## src/rtl/pipeline_stall_controller.sv

```systemverilog
// Pipeline stall/flush controller: memory handshake FSM with timeout,
// priority-resolved freeze/flush generation and a saturating stall counter.
module pipeline_stall_controller #(
  parameter int unsigned MEM_TIMEOUT = 16
) (
  input  logic        clk,
  input  logic        rst,
  input  logic        has_hazard,
  input  logic        branch_taken,
  input  logic        mem_access,
  input  logic        mem_ready,
  output logic        freeze_IF,
  output logic        freeze_ID,
  output logic        freeze_EXE,
  output logic        freeze_MEM,
  output logic        flush_IF_ID,
  output logic        flush_ID_EXE,
  output logic        mem_start,
  output logic        mem_busy,
  output logic        timeout_err,
  output logic [15:0] stall_count
);

  typedef enum logic [1:0] {
    RUN      = 2'd0,
    MEM_WAIT = 2'd1,
    ERROR    = 2'd2
  } state_t;

  localparam logic [4:0] WAIT_LAST = 5'(MEM_TIMEOUT - 1);

  state_t      state, state_nxt;
  logic [4:0]  wait_cnt, wait_cnt_nxt;
  logic        timeout_q;
  logic [15:0] stall_q;
  logic        memfreeze;

  // State register, wait counter and sticky timeout flag
  always_ff @(posedge clk or posedge rst) begin
    if (rst) begin
      state     <= RUN;
      wait_cnt  <= '0;
      timeout_q <= 1'b0;
    end else begin
      state     <= state_nxt;
      wait_cnt  <= wait_cnt_nxt;
      if (state != ERROR && state_nxt == ERROR)
        timeout_q <= 1'b1;
    end
  end

  // Next-state logic; mem_ready wins over the timeout in the last wait cycle
  always_comb begin
    state_nxt    = state;
    wait_cnt_nxt = wait_cnt;
    unique case (state)
      RUN: begin
        if (mem_access) begin
          state_nxt    = MEM_WAIT;
          wait_cnt_nxt = '0;
        end
      end
      MEM_WAIT: begin
        if (mem_ready)
          state_nxt = RUN;
        else if (wait_cnt == WAIT_LAST)
          state_nxt = ERROR;
        else
          wait_cnt_nxt = wait_cnt + 5'd1;
      end
      ERROR: state_nxt = ERROR;
      default: begin
        state_nxt    = RUN;
        wait_cnt_nxt = '0;
      end
    endcase
  end

  // Freeze/flush priority: memory, then taken branch, then data hazard
  always_comb begin
    memfreeze    = ((state == RUN) && mem_access) ||
                   ((state == MEM_WAIT) && !mem_ready) ||
                   (state == ERROR);
    mem_start    = (state == RUN) && mem_access;
    freeze_IF    = 1'b0;
    freeze_ID    = 1'b0;
    freeze_EXE   = 1'b0;
    freeze_MEM   = 1'b0;
    flush_IF_ID  = 1'b0;
    flush_ID_EXE = 1'b0;
    if (memfreeze) begin
      freeze_IF  = 1'b1;
      freeze_ID  = 1'b1;
      freeze_EXE = 1'b1;
      freeze_MEM = 1'b1;
    end else if (branch_taken) begin
      flush_IF_ID  = 1'b1;
      flush_ID_EXE = 1'b1;
    end else if (has_hazard) begin
      freeze_IF    = 1'b1;
      freeze_ID    = 1'b1;
      flush_ID_EXE = 1'b1;
    end
  end

  // Saturating count of cycles with the front end frozen
  always_ff @(posedge clk or posedge rst) begin
    if (rst)
      stall_q <= '0;
    else if (freeze_IF && stall_q != '1)
      stall_q <= stall_q + 16'd1;
  end

  assign mem_busy    = (state == MEM_WAIT);
  assign timeout_err = timeout_q;
  assign stall_count = stall_q;

endmodule
```

## config.mk

```make
export PLATFORM = sky130hd
export DESIGN_NAME = pipeline_stall_controller
export DESIGN_NICKNAME = d
export VERILOG_FILES = /design/src/rtl/pipeline_stall_controller.sv
export SDC_FILE = /design/constraint.sdc
export NUM_CORES = 1
export LEC_CHECK = 0
export ABC_AREA = 1
export BUFFER_PORTS_ARGS = -buffer_cell sky130_fd_sc_hd__buf_2
export CAP_MARGIN = 20
export CORE_ASPECT_RATIO = 0.9
export CORE_MARGIN = 1
export CORE_UTILIZATION = 36
export DETAILED_ROUTE_END_ITERATION = 6
export PLACE_DENSITY = 0.54
export REMOVE_ABC_BUFFERS = 1
export SYNTH_ARGS = -nofsm -noshare
export SYNTH_HDL_FRONTEND = slang
export SYNTH_SLANG_ARGS = --single-unit
```

## constraint.sdc

```tcl
create_clock -name clk -period 2 [get_ports clk]
set_input_delay 0 -clock clk [delete_from_list [all_inputs] [get_ports clk]]
set_output_delay 0 -clock clk [all_outputs]
set_load 0.02 [all_outputs]
```

==> metrics.json, run 1 <==
{
  "final_layout": {
    "area_growth_pct": 19.0,
    "diodes": 0,
    "final_design_area_no_fill_um2": 1760,
    "post_route_cells_drive_above_1_share": 0.216,
    "design.final.nets": 251
  },
  "synthesis": {
    "simple_gate_share_of_the_synthesized_area": 0.383,
    "synthesis.yosys.warnings": 0,
    "synthDominantCellAreaShare": 0.405,
    "synth_edf_count": 0,
    "ys_async_sr_fraction": 1.00,
    "syn_area_per_cell_um2": 7.19,
    "most_common_cell_in_the_netlist": "nand2_1",
    "netlist_cell_types": 25,
    "synthTopCellsByCount": "nand2_1 (82), dfrtp_1 (24), nor2_1 (22)",
    "synth_area_leaders": "dfrtp_1 (41%), nand2_1 (21%), nor2_1 (5.6%), inv_1 (4.8%), xnor2_1 (4.1%)",
    "synth-compound-area-share": 0.0566,
    "yosysSeqAreaShare": 0.405,
    "number_of_synthesized_register_bits": 24,
    "synth_fa_ha_area_frac": 0.0253,
    "cell_area_after_synthesis_um2": 1480,
    "synthXorXnorAreaFrac": 0.0414,
    "synth.largest_area_cell": "dfrtp_1",
    "synth_top_flop_cell": "dfrtp_1",
    "muxShareOfSynthArea": 0.00676,
    "combinational_family_with_the_most_area_after_synthesis": "simple AND/OR/NAND/NOR gates",
    "syn_inst": 206
  },
  "setup_path": {
    "ff2ff_path_depth": 8,
    "r2r_slack_ns": 0.27,
    "cp.buffers_inverters": 2,
    "startpoint_type": "flip-flop",
    "timing.critical_path.max_delay_family": "flip-flops",
    "worst_path_most_repeated_cell": "nand2_1",
    "path_max_fanout": 13,
    "crit_required_ns": 2.17,
    "crit_path_top_delay_cell": "dfrtp_1",
    "timing.setup.critical_path_class": "reg -> reg",
    "critical_path.reg2reg.endpoint": "stall_count[9]",
    "critical_path_arrival_ns": 1.90,
    "reg2reg_from": "stall_count[0]",
    "timing.critical_path.slowest_cell_delay_ns": 0.46,
    "path_cells": "ha_1 -> nand3_2 -> clkinv_2 -> nand2_4 -> o21ai_4 -> inv_4 -> nand2_1 -> nand2_1",
    "critPathCaptureType": "flip-flop"
  },
  "pwr": {
    "p_per_area_nw_per_um2": 917,
    "p_leak_nw": 0.895,
    "ir_drop_mv": 0.614,
    "fin_total_pwr_mw": 1.62
  },
  "timing": {
    "hold_viol_final": 0,
    "layout_setup_ws_ns": 0.271,
    "finalSetupTns_ns": 0,
    "report.final.setup_viol": 0,
    "timing.final.crit_period_ns": 1.73,
    "clock_skews_ns": 0.00276,
    "maxSlewHeadroom": 0.778,
    "timing_worst_slew_pin_value_ns": 0.332,
    "final-max-slew-violation-count": 0,
    "layout_worst_path_cycle_share": 0.864,
    "fmax_mhz": 578,
    "rsz_0062_raised_after_global_routing": "false"
  },
  "hold_path": {
    "holdCritPathClass": "in -> reg",
    "timing.hold.worst_endpoint": "timeout_err",
    "min-delay-start": "mem_ready",
    "hold_depth": 4
  },
  "route": {
    "route.antenna.remaining_nets": 0,
    "route.detailed.wl_per_inst_um": 11.3,
    "drtPass1Iterations": 4,
    "initialDrtViolationCount": 48,
    "routed_via_count": 1351,
    "post-route-drc-count": 0,
    "avgViaCountPerCell": 4.71,
    "final_routed_wirelength_um": 3240
  },
  "place": {
    "post-place-ws_ns": 0.287,
    "dpl-instance-area_um2": 1680,
    "globalplace.congestion": 0.786,
    "hpwl_reported_at_the_end_of_detailed_placement_um": 2480,
    "numPortBuffers": 30
  },
  "global_routing": {
    "pin_count_of_the_biggest_net_entering_global_routing": 25,
    "gr-usage-all-layers": 0.165,
    "first_global_vias": 1211,
    "grt_first_pass_wirelength_um": 5600,
    "antenna_found_initial": 0,
    "overflow": 0
  },
  "die": {
    "boundaryPins": 31,
    "core_region_area_um2": 3840,
    "initial_utilization": 0.386,
    "core_rows": 21,
    "die_y_um": 62.9,
    "design.die.area_um2": 4380,
    "dieWidth_um": 69.6
  },
  "clocking": {
    "root_buffer": "clkbuf_8",
    "numClockSinks": 24,
    "cts-buffers-inserted": 3,
    "cells_resized_by_post_cts_repair": 0,
    "cts-root-to-sink-buffers": 2,
    "tritoncts_clock_tree": "yes",
    "clock_edge_transition_at_the_registers_on_the_reported_setup_and_hold_paths_ns": 0.09,
    "post-cts-setup-buffers": 0,
    "clkLatencyLatePin_ns": 0.27,
    "cts_htree_levels": 1
  },
  "outcome": {
    "run_status": "finished clean"
  },
  "job": {
    "max_cap_viol_count": 0
  }
}
## layout make-up
cell class | count | area, µm²
Sequential cell | 24 | 601
Tap cell | 46 | 57.6
Inverter | 21 | 82.6
Multi-Input combinational cell | 157 | 761
Fill cell | 406 | 2070
Clock buffer | 3 | 41.3
Clock inverter | 1 | 30.0
Timing Repair Buffer | 35 | 190
## where the power goes
part / total (mW) / switching (mW) / internal, mW
clock: 0.438 / 0.169 / 0.268
sequential: 0.672 / 0.112 / 0.560
combinational: 0.506 / 0.321 / 0.185
total: 1.62 / 0.603 / 1.01
## tightest hold or removal path, delay by kind of cell
family        cells  cell delay (ns)
buf+inv           2             0.13
simple gates      2             0.15
## layout by cell type (no fill, tap or decap), types with 2 or more instances in the layout
master / instances
nand4_1: 5
o21ai_0: 9
inv_1: 19
clkbuf_8: 3
nor3_1: 2
nand2_2: 4
nand3_1: 10
nand2_1: 82
buf_2: 30
nor2_2: 2
ha_1: 3
xnor2_1: 7
dfrtp_1: 24
nor2_1: 22
nand3_2: 2
buf_4: 4
o21ai_1: 2
## routing by layer
metal	vias to the layer above	part of all wire	global-route usage
met5	-	0	0
met3	4	0.043	0.0387
met1	603	0.53	0.234
met4	0	0.015	0.0675
met2	34	0.42	0.242
li1	710	-	-
## cells by family (layout without fill, tap and decap cells)
group,Yosys count,in the layout
multiplexers,1,1
AND/OR/NAND/NOR,132,132
AO/OA/AOI/OAI,14,14
adder cells (fa/ha/maj),3,3
buffers and inverters,25,60
flip-flops,24,24
XOR/XNOR,7,7
## sequential cells by signal (all words and copies together) (netlist names)
name	count
stall_count	16
state	2
timeout_err	1
wait_cnt	5
## per-stage QoR
stage	hold WS (ns)	util	instances
finish	0.0369	0.460	287
global route	0.0654	0.460	287
detailed placement	0.0676	0.438	282
CTS	0.0383	0.460	287
global placement	0.0663	0.438	282
floorplan	0.0146	-	202
## what timing repair did
item                                    CTS  global route
hold endpoints to repair                 24             0
hold buffers                              1             0
endpoints found under the setup margin    0             0
## worst max-delay path by stage
stage / start / to / slack, ns / cells past startpoint
6_report: stall_count[0] / stall_count[9] / 0.27 / 8
4_1_cts: stall_count[0] / stall_count[8] / 0.27 / 8
3_3_place_gp: stall_count[0] / stall_count[9] / 0.31 / 8
2_1_floorplan: stall_count[0] / stall_count[14] / 0.26 / 8
3_5_place_dp: stall_count[0] / stall_count[9] / 0.29 / 8
5_1_grt: stall_count[0] / stall_count[7] / 0.1 / 8
Note: power is estimated with default switching activity, not from simulation.
==> run 2: changes to the inputs <==
REMOVE_ABC_BUFFERS = unset   (was 1)
SKIP_LAST_GASP = 1   (was unset)
==> run 2 against run 1 <==
Effect of this change: register-to-register slack lost 0.08 ns; clock power is 2% lower; first-iteration DRC count is 73% higher; largest cell class unchanged; largest power group unchanged.
==> metrics.json, run 2 (synthesis gave the netlist of run 1 again) <==
{
  "timing": {
    "finalSetupTns": {"value": 0, "unit": "ns", "change": "unchanged"},
    "hold_viol_final": {"value": 0, "change": "unchanged"},
    "clock_skews": {"value": 0.00370, "unit": "ns", "change": "+0.000949 ns"},
    "timing.hold.ws": {"value": 0.0294, "unit": "ns", "change": "-0.00750 ns"},
    "rsz_0062_raised_after_global_routing": "false",
    "timing.final.crit_period": {"value": 1.81, "unit": "ns", "change": "+0.0806 ns"},
    "timing_worst_slew_pin_value": {"value": 0.390, "unit": "ns", "change": "+0.0581 ns"},
    "layout_setup_ws": {"value": 0.191, "unit": "ns", "change": "-0.0806 ns"},
    "maxSlewHeadroom": {"value": 0.739, "change": "-0.0389"},
    "fmax": {"value": 553, "unit": "MHz", "change": "-4.5%"},
    "report.final.setup_viol": {"value": 0, "change": "unchanged"},
    "layout_worst_path_cycle_share": {"value": 0.905, "change": "+0.0403"},
    "final-max-slew-violation-count": {"value": 0, "change": "unchanged"}
  },
  "global_routing": {
    "overflow": {"value": 0, "change": "unchanged"},
    "gr-usage-all-layers": {"value": 0.170, "change": "+0.00515"},
    "first_global_vias": {"value": 1257, "change": "+3.8%"},
    "grt_first_pass_wirelength": {"value": 5890, "unit": "µm", "change": "+5.2%"},
    "antenna_found_initial": {"value": 0, "change": "unchanged"},
    "pin_count_of_the_biggest_net_entering_global_routing": {"value": 25, "change": "unchanged"}
  },
  "pwr": {
    "p_per_area": {"value": 910, "unit": "nW/µm²", "change": "-0.68%"},
    "p_leak": {"value": 0.906, "unit": "nW", "change": "+1.2%"},
    "ir_drop": {"value": 0.621, "unit": "mV", "change": "+1.1%"},
    "fin_total_pwr": {"value": 1.62, "unit": "mW", "change": "+0.16%"}
  },
  "final_layout": {
    "final_design_area_no_fill": {"value": 1780, "unit": "µm²", "change": "+0.85%"},
    "fillers": {"value": 412, "change": "+1.5%"},
    "mostFrequentLayoutCell": "nand2_1",
    "diodes": {"value": 0, "change": "unchanged"},
    "post_route_cells_drive_above_1_share": {"value": 0.222, "change": "+0.00645"},
    "most-common-layout-cells": "nand2_1 (82), buf_2 (30), dfrtp_1 (24)",
    "area_growth_pct": 20.0,
    "largest_register_ffs": {"value": 16, "change": "unchanged"},
    "design.final.nets": {"value": 253, "change": "+0.80%"}
  },
  "route": {
    "route.detailed.wl_per_inst": {"value": 11.8, "unit": "µm", "change": "+4.7%"},
    "avgViaCountPerCell": {"value": 4.76, "change": "+1.2%"},
    "final_routed_wirelength": {"value": 3420, "unit": "µm", "change": "+5.5%"},
    "initialDrtViolationCount": {"value": 83, "change": "+73%"},
    "post-route-drc-count": {"value": 0, "change": "unchanged"},
    "drtPass1Iterations": {"value": 4, "change": "unchanged"},
    "routed_via_count": {"value": 1377, "change": "+1.9%"},
    "route.antenna.remaining_nets": {"value": 0, "change": "unchanged"}
  },
  "setup_path": {
    "startpoint_type": "flip-flop",
    "critPathCaptureType": "flip-flop",
    "r2r_slack": {"value": 0.19, "unit": "ns", "change": "-0.08 ns"},
    "timing.setup.critical_path_class": "reg -> reg",
    "critical_path_arrival": {"value": 2.02, "unit": "ns", "change": "+0.12 ns"},
    "crit_required": {"value": 2.21, "unit": "ns", "change": "+0.04 ns"},
    "path_max_fanout": {"value": 13, "change": "unchanged"}
  },
  "die": {
    "design.die.area": {"value": 4380, "unit": "µm²", "change": "unchanged"},
    "boundaryPins": {"value": 31, "change": "unchanged"},
    "initial_utilization": {"value": 0.386, "change": "unchanged"},
    "die_y": {"value": 62.9, "unit": "µm", "change": "unchanged"},
    "dieWidth": {"value": 69.6, "unit": "µm", "change": "unchanged"},
    "core_rows": {"value": 21, "change": "unchanged"},
    "core_region_area": {"value": 3840, "unit": "µm²", "change": "unchanged"}
  },
  "place": {
    "numPortBuffers": {"value": 30, "change": "unchanged"},
    "dpl-instance-area": {"value": 1700, "unit": "µm²", "change": "+0.89%"},
    "globalplace.congestion": {"value": 0.796, "change": "+1.2%"},
    "post-place-ws": {"value": 0.216, "unit": "ns", "change": "-0.0714 ns"},
    "hpwl_reported_at_the_end_of_detailed_placement": {"value": 2540, "unit": "µm", "change": "+2.3%"}
  },
  "hold_path": {
    "holdCritPathClass": "in -> reg"
  },
  "clocking": {
    "clock_edge_transition_at_the_registers_on_the_reported_setup_and_hold_paths": {"value": 0.09, "unit": "ns", "change": "about the same"},
    "cts-root-to-sink-buffers": {"value": 2, "change": "unchanged"},
    "cts_htree_levels": {"value": 1, "change": "unchanged"},
    "post-cts-setup-buffers": {"value": 0, "change": "unchanged"},
    "numClockSinks": {"value": 24, "change": "unchanged"},
    "hold_buffers": {"value": 1, "change": "unchanged"},
    "root_buffer": "clkbuf_8",
    "cells_resized_by_post_cts_repair": {"value": 0, "change": "unchanged"},
    "clkLatencyLatePin": {"value": 0.27, "unit": "ns", "change": "about the same"},
    "tritoncts_clock_tree": "yes",
    "cts-buffers-inserted": {"value": 3, "change": "unchanged"}
  },
  "outcome": {
    "run_status": "finished clean"
  },
  "synthesis": {
    "synthesis.nets": 215
  },
  "job": {
    "max_cap_viol_count": {"value": 0, "change": "unchanged"}
  }
}
==> run 2: layer usage <==
metal	track usage	vias to the layer above	wire length, µm
met5	0	-	0
met4	0.0375	0	22
met3	0.0419	2	167
met2	0.267	32	1400
met1	0.238	626	1830
li1	-	717	-
==> run 2: report_power, final <==
group	switching, mW	internal (mW)	total, mW	leakage [nW]
sequential	0.116	0.560	0.677	0.319
combinational	0.326	0.187	0.513	0.551
clock	0.162	0.268	0.430	0.0357
total	0.604	1.01	1.62	0.906
==> run 2: critical path, stage by stage, from the launching register on <==
cell	delay [ns]
dfrtp_1	0.47
ha_1	0.26
nand3_2	0.14
clkinv_2	0.11
nand2_4	0.06
o21ai_4	0.36
buf_4	0.23
nand2_1	0.05
nand2_1	0.07
==> run 2: cell type report <==
cell class | count | area [µm²] | area share
Clock buffer | 3 | 41.3 | 0.0232
Clock inverter | 1 | 30.0 | 0.0169
Inverter | 21 | 82.6 | 0.0464
Multi-Input combinational cell | 157 | 761 | 0.428
Sequential cell | 24 | 601 | 0.338
Tap cell | 46 | 57.6 | 0.0324
Timing Repair Buffer | 37 | 205 | 0.115
==> run 2: path summary, 6_finish.rpt <==
kind | from | cells past startpoint | end
worst min register to register | timeout_err | 2 | timeout_err
min in group asynchronous | rst | 4 | wait_cnt[0]
worst min-delay path | mem_ready | 4 | timeout_err
worst max-delay path | stall_count[0] | 8 | stall_count[7]
max in group asynchronous | rst | 4 | stall_count[7]
worst max register to register | stall_count[0] | 8 | stall_count[7]
==> run 2: stage by stage <==
stage | utilization | cells
after global routing | 0.463 | 289
after global placement | 0.442 | 284
final | 0.463 | 289
after floorplan | - | 206
after CTS | 0.463 | 289
after detailed placement | 0.442 | 284
